--- src/rtl/pipe_hazard_pkg.sv ---
// Shared types and constants for the pipeline hazard/forwarding controller.
package pipe_hazard_pkg;

    localparam logic [1:0] FWD_RF    = 2'b00;
    localparam logic [1:0] FWD_MEMWB = 2'b01;
    localparam logic [1:0] FWD_EXMEM = 2'b10;

    // Slot dst field is sized for the widest supported register address.
    localparam int unsigned SLOT_AW = 8;

    localparam int unsigned STAGE_EX   = 0;
    localparam int unsigned STAGE_MEM  = 1;
    localparam int unsigned STAGE_WB   = 2;
    localparam int unsigned NUM_STAGES = 3;

    typedef struct packed {
        logic               valid;
        logic               regwrite;
        logic               memread;
        logic [SLOT_AW-1:0] dst;
    } slot_t;

    function automatic logic slot_is_producer(slot_t s);
        return s.valid && s.regwrite && (s.dst != '0);
    endfunction

    function automatic logic slot_matches(slot_t s, logic use_src, logic [SLOT_AW-1:0] src);
        return slot_is_producer(s) && use_src && (s.dst == src);
    endfunction

endpackage

--- src/rtl/hazard_slot_reg.sv ---
// One shadow slot of destination-register info; squash loads an invalid slot.
module hazard_slot_reg
    import pipe_hazard_pkg::*;
(
    input  logic  i_clk,
    input  logic  i_rst,
    input  logic  i_load,
    input  logic  i_squash,
    input  slot_t i_slot,
    output slot_t o_slot
);

    slot_t r_slot;

    always_ff @(posedge i_clk or posedge i_rst) begin
        if (i_rst) begin
            r_slot <= '0;
        end else if (i_squash) begin
            r_slot <= '0;
        end else if (i_load) begin
            r_slot <= i_slot;
        end
    end

    assign o_slot = r_slot;

endmodule

--- src/rtl/pipe_hazard_ctrl.sv ---
// Hazard detection, flush sequencing and EX forwarding selects for a 5-stage MIPS pipe.
// Define PIPE_HAZARD_FWD_EN to enable forwarding; otherwise every RAW hazard stalls.
module pipe_hazard_ctrl
    import pipe_hazard_pkg::*;
#(
    parameter int unsigned REG_AW = 5,
    parameter int unsigned CNT_W  = 16
) (
    input  logic              clk_i,
    input  logic              rst_i,
    input  logic              id_valid_i,
    input  logic [REG_AW-1:0] id_rs_i,
    input  logic [REG_AW-1:0] id_rt_i,
    input  logic              id_use_rs_i,
    input  logic              id_use_rt_i,
    input  logic              id_regwrite_i,
    input  logic              id_memread_i,
    input  logic [REG_AW-1:0] id_dst_i,
    input  logic              mem_br_taken_i,
    output logic              pc_write_o,
    output logic              ifid_write_o,
    output logic              ifid_flush_o,
    output logic              idex_bubble_o,
    output logic              exmem_flush_o,
    output logic [1:0]        fwd_a_o,
    output logic [1:0]        fwd_b_o,
    output logic [CNT_W-1:0]  stall_cnt_o,
    output logic [CNT_W-1:0]  flush_cnt_o
);

    slot_t              w_slot [NUM_STAGES];
    slot_t              w_id_slot;
    logic [SLOT_AW-1:0] w_rs;
    logic [SLOT_AW-1:0] w_rt;
    logic               w_ex_hit;
    logic               w_mem_hit;
    logic               w_stall_raw;
    logic               w_stall;
    logic               w_flush;
    logic               w_ex_load;
    logic               w_unused;
    logic [CNT_W-1:0]   r_stall_cnt;
    logic [CNT_W-1:0]   r_flush_cnt;

    assign w_rs = SLOT_AW'(id_rs_i);
    assign w_rt = SLOT_AW'(id_rt_i);

    assign w_id_slot = '{valid:    1'b1,
                         regwrite: id_regwrite_i,
                         memread:  id_memread_i,
                         dst:      SLOT_AW'(id_dst_i)};

    assign w_ex_hit  = slot_matches(w_slot[STAGE_EX], id_use_rs_i, w_rs) ||
                       slot_matches(w_slot[STAGE_EX], id_use_rt_i, w_rt);
    assign w_mem_hit = slot_matches(w_slot[STAGE_MEM], id_use_rs_i, w_rs) ||
                       slot_matches(w_slot[STAGE_MEM], id_use_rt_i, w_rt);

`ifdef PIPE_HAZARD_FWD_EN
    assign w_stall_raw = id_valid_i && w_ex_hit && w_slot[STAGE_EX].memread;
`else
    assign w_stall_raw = id_valid_i && (w_ex_hit || w_mem_hit);
`endif

    // Flush wins: a stall that coincides with a flush is neither applied nor counted.
    assign w_flush   = mem_br_taken_i;
    assign w_stall   = w_stall_raw && !w_flush;
    assign w_ex_load = id_valid_i && !w_stall && !w_flush;

    assign pc_write_o    = !w_stall;
    assign ifid_write_o  = !w_stall;
    assign ifid_flush_o  = w_flush;
    assign idex_bubble_o = w_stall || w_flush;
    assign exmem_flush_o = w_flush;

    hazard_slot_reg u_slot_ex (
        .i_clk    (clk_i),
        .i_rst    (rst_i),
        .i_load   (1'b1),
        .i_squash (!w_ex_load),
        .i_slot   (w_id_slot),
        .o_slot   (w_slot[STAGE_EX])
    );

    hazard_slot_reg u_slot_mem (
        .i_clk    (clk_i),
        .i_rst    (rst_i),
        .i_load   (1'b1),
        .i_squash (w_flush),
        .i_slot   (w_slot[STAGE_EX]),
        .o_slot   (w_slot[STAGE_MEM])
    );

    hazard_slot_reg u_slot_wb (
        .i_clk    (clk_i),
        .i_rst    (rst_i),
        .i_load   (1'b1),
        .i_squash (1'b0),
        .i_slot   (w_slot[STAGE_MEM]),
        .o_slot   (w_slot[STAGE_WB])
    );

    // WB is tracked for completeness but never produces a hazard.
    assign w_unused = ^{w_slot[STAGE_WB], w_slot[STAGE_MEM].memread, w_slot[STAGE_EX].memread,
                        w_mem_hit};

`ifdef PIPE_HAZARD_FWD_EN
    logic [1:0] r_fwd_a;
    logic [1:0] r_fwd_b;

    function automatic logic [1:0] fwd_sel(slot_t ex, slot_t mem, logic use_src,
                                           logic [SLOT_AW-1:0] src);
        if (slot_matches(ex, use_src, src) && !ex.memread) begin
            return FWD_EXMEM;
        end else if (slot_matches(mem, use_src, src)) begin
            return FWD_MEMWB;
        end
        return FWD_RF;
    endfunction

    always_ff @(posedge clk_i or posedge rst_i) begin
        if (rst_i) begin
            r_fwd_a <= FWD_RF;
            r_fwd_b <= FWD_RF;
        end else if (w_ex_load) begin
            r_fwd_a <= fwd_sel(w_slot[STAGE_EX], w_slot[STAGE_MEM], id_use_rs_i, w_rs);
            r_fwd_b <= fwd_sel(w_slot[STAGE_EX], w_slot[STAGE_MEM], id_use_rt_i, w_rt);
        end else begin
            r_fwd_a <= FWD_RF;
            r_fwd_b <= FWD_RF;
        end
    end

    assign fwd_a_o = r_fwd_a;
    assign fwd_b_o = r_fwd_b;
`else
    assign fwd_a_o = FWD_RF;
    assign fwd_b_o = FWD_RF;
`endif

    always_ff @(posedge clk_i or posedge rst_i) begin
        if (rst_i) begin
            r_stall_cnt <= '0;
            r_flush_cnt <= '0;
        end else begin
            if (w_stall && (r_stall_cnt != '1)) begin
                r_stall_cnt <= r_stall_cnt + CNT_W'(1);
            end
            if (w_flush && (r_flush_cnt != '1)) begin
                r_flush_cnt <= r_flush_cnt + CNT_W'(1);
            end
        end
    end

    assign stall_cnt_o = r_stall_cnt;
    assign flush_cnt_o = r_flush_cnt;

endmodule

--- config.mk ---
export PLATFORM = sky130hd
export DESIGN_NAME = pipe_hazard_ctrl
export DESIGN_NICKNAME = d
export VERILOG_FILES = /design/src/rtl/pipe_hazard_pkg.sv /design/src/rtl/hazard_slot_reg.sv /design/src/rtl/pipe_hazard_ctrl.sv
export SDC_FILE = /design/constraint.sdc
export NUM_CORES = 1
export LEC_CHECK = 0
export ABC_AREA = 1
export ABC_CLOCK_PERIOD_IN_PS = 1500
export CAP_MARGIN = 20
export CORE_MARGIN = 10
export CORE_UTILIZATION = 40
export DETAILED_ROUTE_END_ITERATION = 7
export PLACE_DENSITY = 0.77
export SKIP_CTS_REPAIR_TIMING = 1
export SYNTH_ARGS = -nofsm -noshare
export SYNTH_HDL_FRONTEND = slang
export SYNTH_SLANG_ARGS = --single-unit
--- constraint.sdc ---
create_clock -name clk_i -period 1.5 [get_ports clk_i]
set_input_delay 0.15 -clock clk_i [delete_from_list [all_inputs] [get_ports clk_i]]
set_output_delay 0.15 -clock clk_i [all_outputs]
set_load 0.1 [all_outputs]
# Word level (Yosys, flattened, before mapping)
# Cells that the tools add are included.
# totals
ff_bits	53
latchBits	0
ram_bits	0
rom_bits	0
in_bits	23
out_inout_bits	41
memories	0
# classes
n_addsub	2
mul	0
div	0
n_lt_le_gt_ge	0
eq_ne	6
n_shift	0
muxes	2
n_bitwise	0
n_reduce_logical	26
# op_table
op	count
adder 16 x 1 -> 16 bit (second input constant)	2
== test 8 x 5 -> 1 bit	4
inequality test 16 bit (second input constant)	2
2-to-1 mux 11 bit	2
logical AND 1 bit	18
nonzero test 8 bit	2
logical OR 1 bit	4
logical NOT 1 bit	2

# Longest topological paths before layout
# logic_depth
word_depth	12
mapped_depth	13
depth_no_buf	12

# Cells and area by module
# A second synthesis with hierarchy kept.
# unflattened
hier_cells	451
area_unflattened_um2	3263.1
# modules_own_cells
module	instances	cells_each	area_per_inst_um2	seq_area_each_um2
pipe_hazard_ctrl	1	351	2357.3	800.8
hazard_slot_reg	2	50	452.9	275.3

# Worst setup path before layout
# Ideal clock, no wire load.
# synth_path
path_type	register -> register
start	register r_stall_cnt[0] (netlist: stall_cnt_o[0])
end	register r_stall_cnt[4] (netlist: stall_cnt_o[4])
setup_ns	0.120
arrival_time_ns	2.296
setup_slack_ns	-0.916
stages_incl_launch_ff	12
n_path_buf	1
cell_sequence	dfrtp_1 -> ha_1 -> nand2_1 -> nor2_4 -> nand3_2 -> nor2_2 -> nand4_1 -> clkinv_1 -> nor2_4 -> buf_6 -> nand2_2 -> nand2_1
# synth_via
elab_chain_len	2
elab_cells_between_ends	3
# synth_lines
element	line_no	rtl
start, declared	pipe_hazard_ctrl.sv:42	logic [CNT_W-1:0] r_stall_cnt;
start signal, assigned	pipe_hazard_ctrl.sv:146	r_stall_cnt <= r_stall_cnt + CNT_W'(1);
parallel branches: the longest is 2 deep, another holds adder 16 x 1 -> 16 bit	--	
# Several ways; the timed one is not identified.
# A chain may end at the register's enable or synchronous reset.

# Worst setup path in the final report
# layout_path
start	register u_slot_ex.r_slot (netlist bit u_slot_ex.o_slot[0])
end	output pc_write_o
# layout_via
elab_chain_len	9
elab_cells_between_ends	13
# layout_lines
element	line_no	rtl
start, declared	hazard_slot_reg.sv:13	slot_t r_slot;
start signal, assigned	hazard_slot_reg.sv:21	r_slot <= i_slot;
nonzero test 8 bit	pipe_hazard_pkg.sv:24	return s.valid && s.regwrite && (s.dst != '0);
logical AND 1 bit	pipe_hazard_pkg.sv:24	
logical AND 1 bit (2 in a row)	pipe_hazard_pkg.sv:28	return slot_is_producer(s) && use_src && (s.dst == src);
logical OR 1 bit (*)	pipe_hazard_ctrl.sv:53	assign w_ex_hit = slot_matches(w_slot[STAGE_EX], id_use_rs_i, w_rs) ||
logical OR 1 bit (*)	pipe_hazard_ctrl.sv:61	assign w_stall_raw = id_valid_i && (w_ex_hit || w_mem_hit);
logical AND 1 bit (*)	pipe_hazard_ctrl.sv:61	
logical AND 1 bit (*)	pipe_hazard_ctrl.sv:66	assign w_stall = w_stall_raw && !w_flush;
logical NOT 1 bit (*)	pipe_hazard_ctrl.sv:69	assign pc_write_o = !w_stall;
end, declared	pipe_hazard_ctrl.sv:20	output logic pc_write_o,
# Every way passes the cells marked *; elsewhere a longest branch is shown, timed or not.

==> impl_results.md <==
- Drt first-iter violations: 133
- Status: complete, but fails checks
- First-pass GRT wire length: 12.7 mm
- Total Routing Usage GR: 0.150
- Min cycle time layout: 1880 ps
- Critical Path Source Type: flip-flop
- Synth Warn #: 0
- Synthesized flop and latch total: 46
- FF-to-FF setup slack: -210 ps
- Gr ovfl total: 0
- Mapped Area: 0.00268 mm²
- Synth Area in XOR/XNOR: 0.0947
- I/O pins: 64
- Remaining antenna violation count: 0
- DRC: 0
- RD Place Congestion: 0.930
- Clock sinks: 46
- Final Hold Fails: 0
- DP HPWL: 5.83 mm
- Num rows: 29
- DP Worst Slack: -342 ps
- Top cells by area, synth: dfrtp_1, nand2_1, nor2_1
- WL/cell: 14.1 µm
- Setup Skew: 13.7 ps
- Later-pin clock latency in the skew report: 310 ps
- RSZ-0062 raised after global routing: yes
- DIE AREA: 0.0104 mm²
- Clock tree buffer depth: 2
- Worst setup margin: -383 ps
- Pwr Density: 1030 mW/mm²
- Yosys cell types: 26
- EDFF count, synth: 0
- Hold WC Path Type: in -> async
- CP cell instances: inv_2 -> nand2_1 -> nand2_1 -> nor2_1 -> nand3_1 -> nand2_1 -> nand2_2 -> nand2_4 -> nand3_4 -> buf_12 -> buf_16
- Mux share of post-synthesis cell area: 0
- Final setup violating endpoints: 37
- LEAKAGE: 2.16 nW
- Simple logic cell fraction of the synthesized area: 0.366
- Cell mode on critical path: nand2_1
- Post-synth top cells: nand2_1, nor2_1, dfrtp_1
- Core box area: 0.00642 mm²
- Period utilisation layout: 1.26
- Failing checks: setup timing
- Cell count after synthesis: 361
- Compound-Gate Fraction of Synth Area: 0.00793
- Max_cap viols: 0
- CTS buffer count: 5
- Die width: 102 µm
- Synth Area per Inst: 7.43 µm²
- Clock Tree Root: clkbuf_8
- Drt total wl: 7.71 mm
- Starting density of the core: 0.418
- Filler cell count: 492
- Min Hold Slack: 174 ps
- Util after Layout: 0.694
- Most instantiated library cell after synthesis: nand2_1
- Post-DR vias/cell: 4.78
- Die Y: 102 µm
- Critical path fanouts, max: 4
- Crit Path Category: reg -> out
- Async S/R FF share, synth: 1.00
- CTS tree: built
- Main combinational cell family by area after synthesis: simple AND/OR/NAND/NOR gates
- Number of port buffers: 58
- Nets: 495
- Slowest CP cell: dfrtp_1
- Clock transition at path regs: 100 ps
- Pre-Repair DR Iteration Count: 4
- Number of global-route vias before repair: 2725
- Synth Flop Type: dfrtp_1
- Via count: 2621
- Critical Path AT: 1730 ps
- Pin count of the biggest net entering global routing: 47
- CP peak stage delay: 430 ps
- Area growth, synth to finish: 66.2%
- Worst vdd ir: 0.559 mV
- Post-Synth Adder-Cell Area: 0.00933
- Synth top area share: 0.429
- Seq/Total Area, Yosys: 0.429
- Initial antenna violation count: 0
- FMAX: 531 MHz
- Diode count: 0
- CTS H-tree lvls: 2
- CP required: 1350 ps
- Synth area leader: dfrtp_1
- Worst setup EP type: primary output
- Layout cell share with drive strength beyond 1: 0.399
- Max Slew Vio Count: 0
-- layout make-up --
type	count	area, µm²	share of cell area
Multi-Input combinational cell	264	1460	0.328
Timing Repair Buffer	109	1410	0.317
Sequential cell	46	1210	0.272
Inverter	44	169	0.0379
Tap cell	77	96.3	0.0216
Clock buffer	7	76.3	0.0171
Clock inverter	1	30.0	0.00674
-- cells by family after synthesis --
| family | Yosys count |
|---|---|
| AOI/OAI and AO/OA | 2 |
| xor gates and xnor gates | 29 |
| buffers and inverters | 54 |
| DFF | 46 |
| other | 1 |
| and+or+nand+nor | 227 |
| adders and majority gates | 2 |
-- worst paths after layout --
path,start,end,cells past startpoint
setup reg to reg,u_slot_ex.o_slot[0]$_DFF_PP0_,stall_cnt_o[5]$_DFFE_PP0P_,14
setup / recovery,u_slot_ex.o_slot[0]$_DFF_PP0_,pc_write_o,11
max in group asynchronous,rst_i,flush_cnt_o[0]$_DFFE_PP0P_,3
hold / removal,rst_i,flush_cnt_o[14]$_DFFE_PP0P_,3
min in group clk_i,id_dst_i[0],u_slot_ex.o_slot[0]$_DFF_PP0_,3
hold reg to reg,u_slot_ex.o_slot[10]$_DFF_PP0_,u_slot_mem.o_slot[10]$_DFF_PP0_,2
-- power by group --
| group | leakage (nW) | switching (mW) | internal [mW] |
|---|---|---|---|
| clock | 0.0524 | 0.439 | 0.500 |
| sequential | 0.569 | 0.0981 | 1.40 |
| combinational | 1.54 | 1.33 | 0.813 |
| total | 2.16 | 1.87 | 2.71 |
-- metal layers --
layer | routed length [µm] | up-vias | global-route usage
li1 | - | 1300 | -
met1 | 3040 | 1215 | 0.175
met2 | 3920 | 95 | 0.253
met3 | 676 | 11 | 0.0547
met4 | 80 | 0 | 0.0477
met5 | 0 | - | 0
-- per-stage QoR --
stage / total power [mW] / cell area (µm²) / TNS [ps] / cells
6_report: 4.58 / 4460 / -5120 / 548
2_1_floorplan: 2.71 / 2840 / -8380 / 364
3_3_place_gp: 3.56 / 4180 / -8840 / 532
5_1_grt: 4.78 / 4460 / -10540 / 548
3_5_place_dp: 3.61 / 4180 / -9400 / 532
4_1_cts: 4.53 / 4280 / -4850 / 540
-- registers in the layout, indices dropped and copies added (netlist names) --
signal	count
u_slot_mem.o_slot	7
stall_cnt_o	16
u_slot_ex.o_slot	7
flush_cnt_o	16
-- worst max-delay path: cells and delay by family (launching register included) --
family	cells	cell delay [ps]
AND/OR/NAND/NOR	8	610
flip-flops	1	430
buffers and inverters	3	380
-- layout by cell type (no fill, tap or decap), types with 10 or more instances in the layout --
| master | n |
|---|---|
| clkdlybuf4s50_1 | 21 |
| dfrtp_2 | 25 |
| buf_4 | 41 |
| buf_12 | 40 |
| dfrtp_1 | 13 |
| nand2_2 | 20 |
| nor2_1 | 42 |
| xor2_1 | 19 |
| inv_2 | 10 |
| nand3_1 | 14 |
| nand2_1 | 118 |
| inv_1 | 32 |
(Power assumes the default switching activity.)
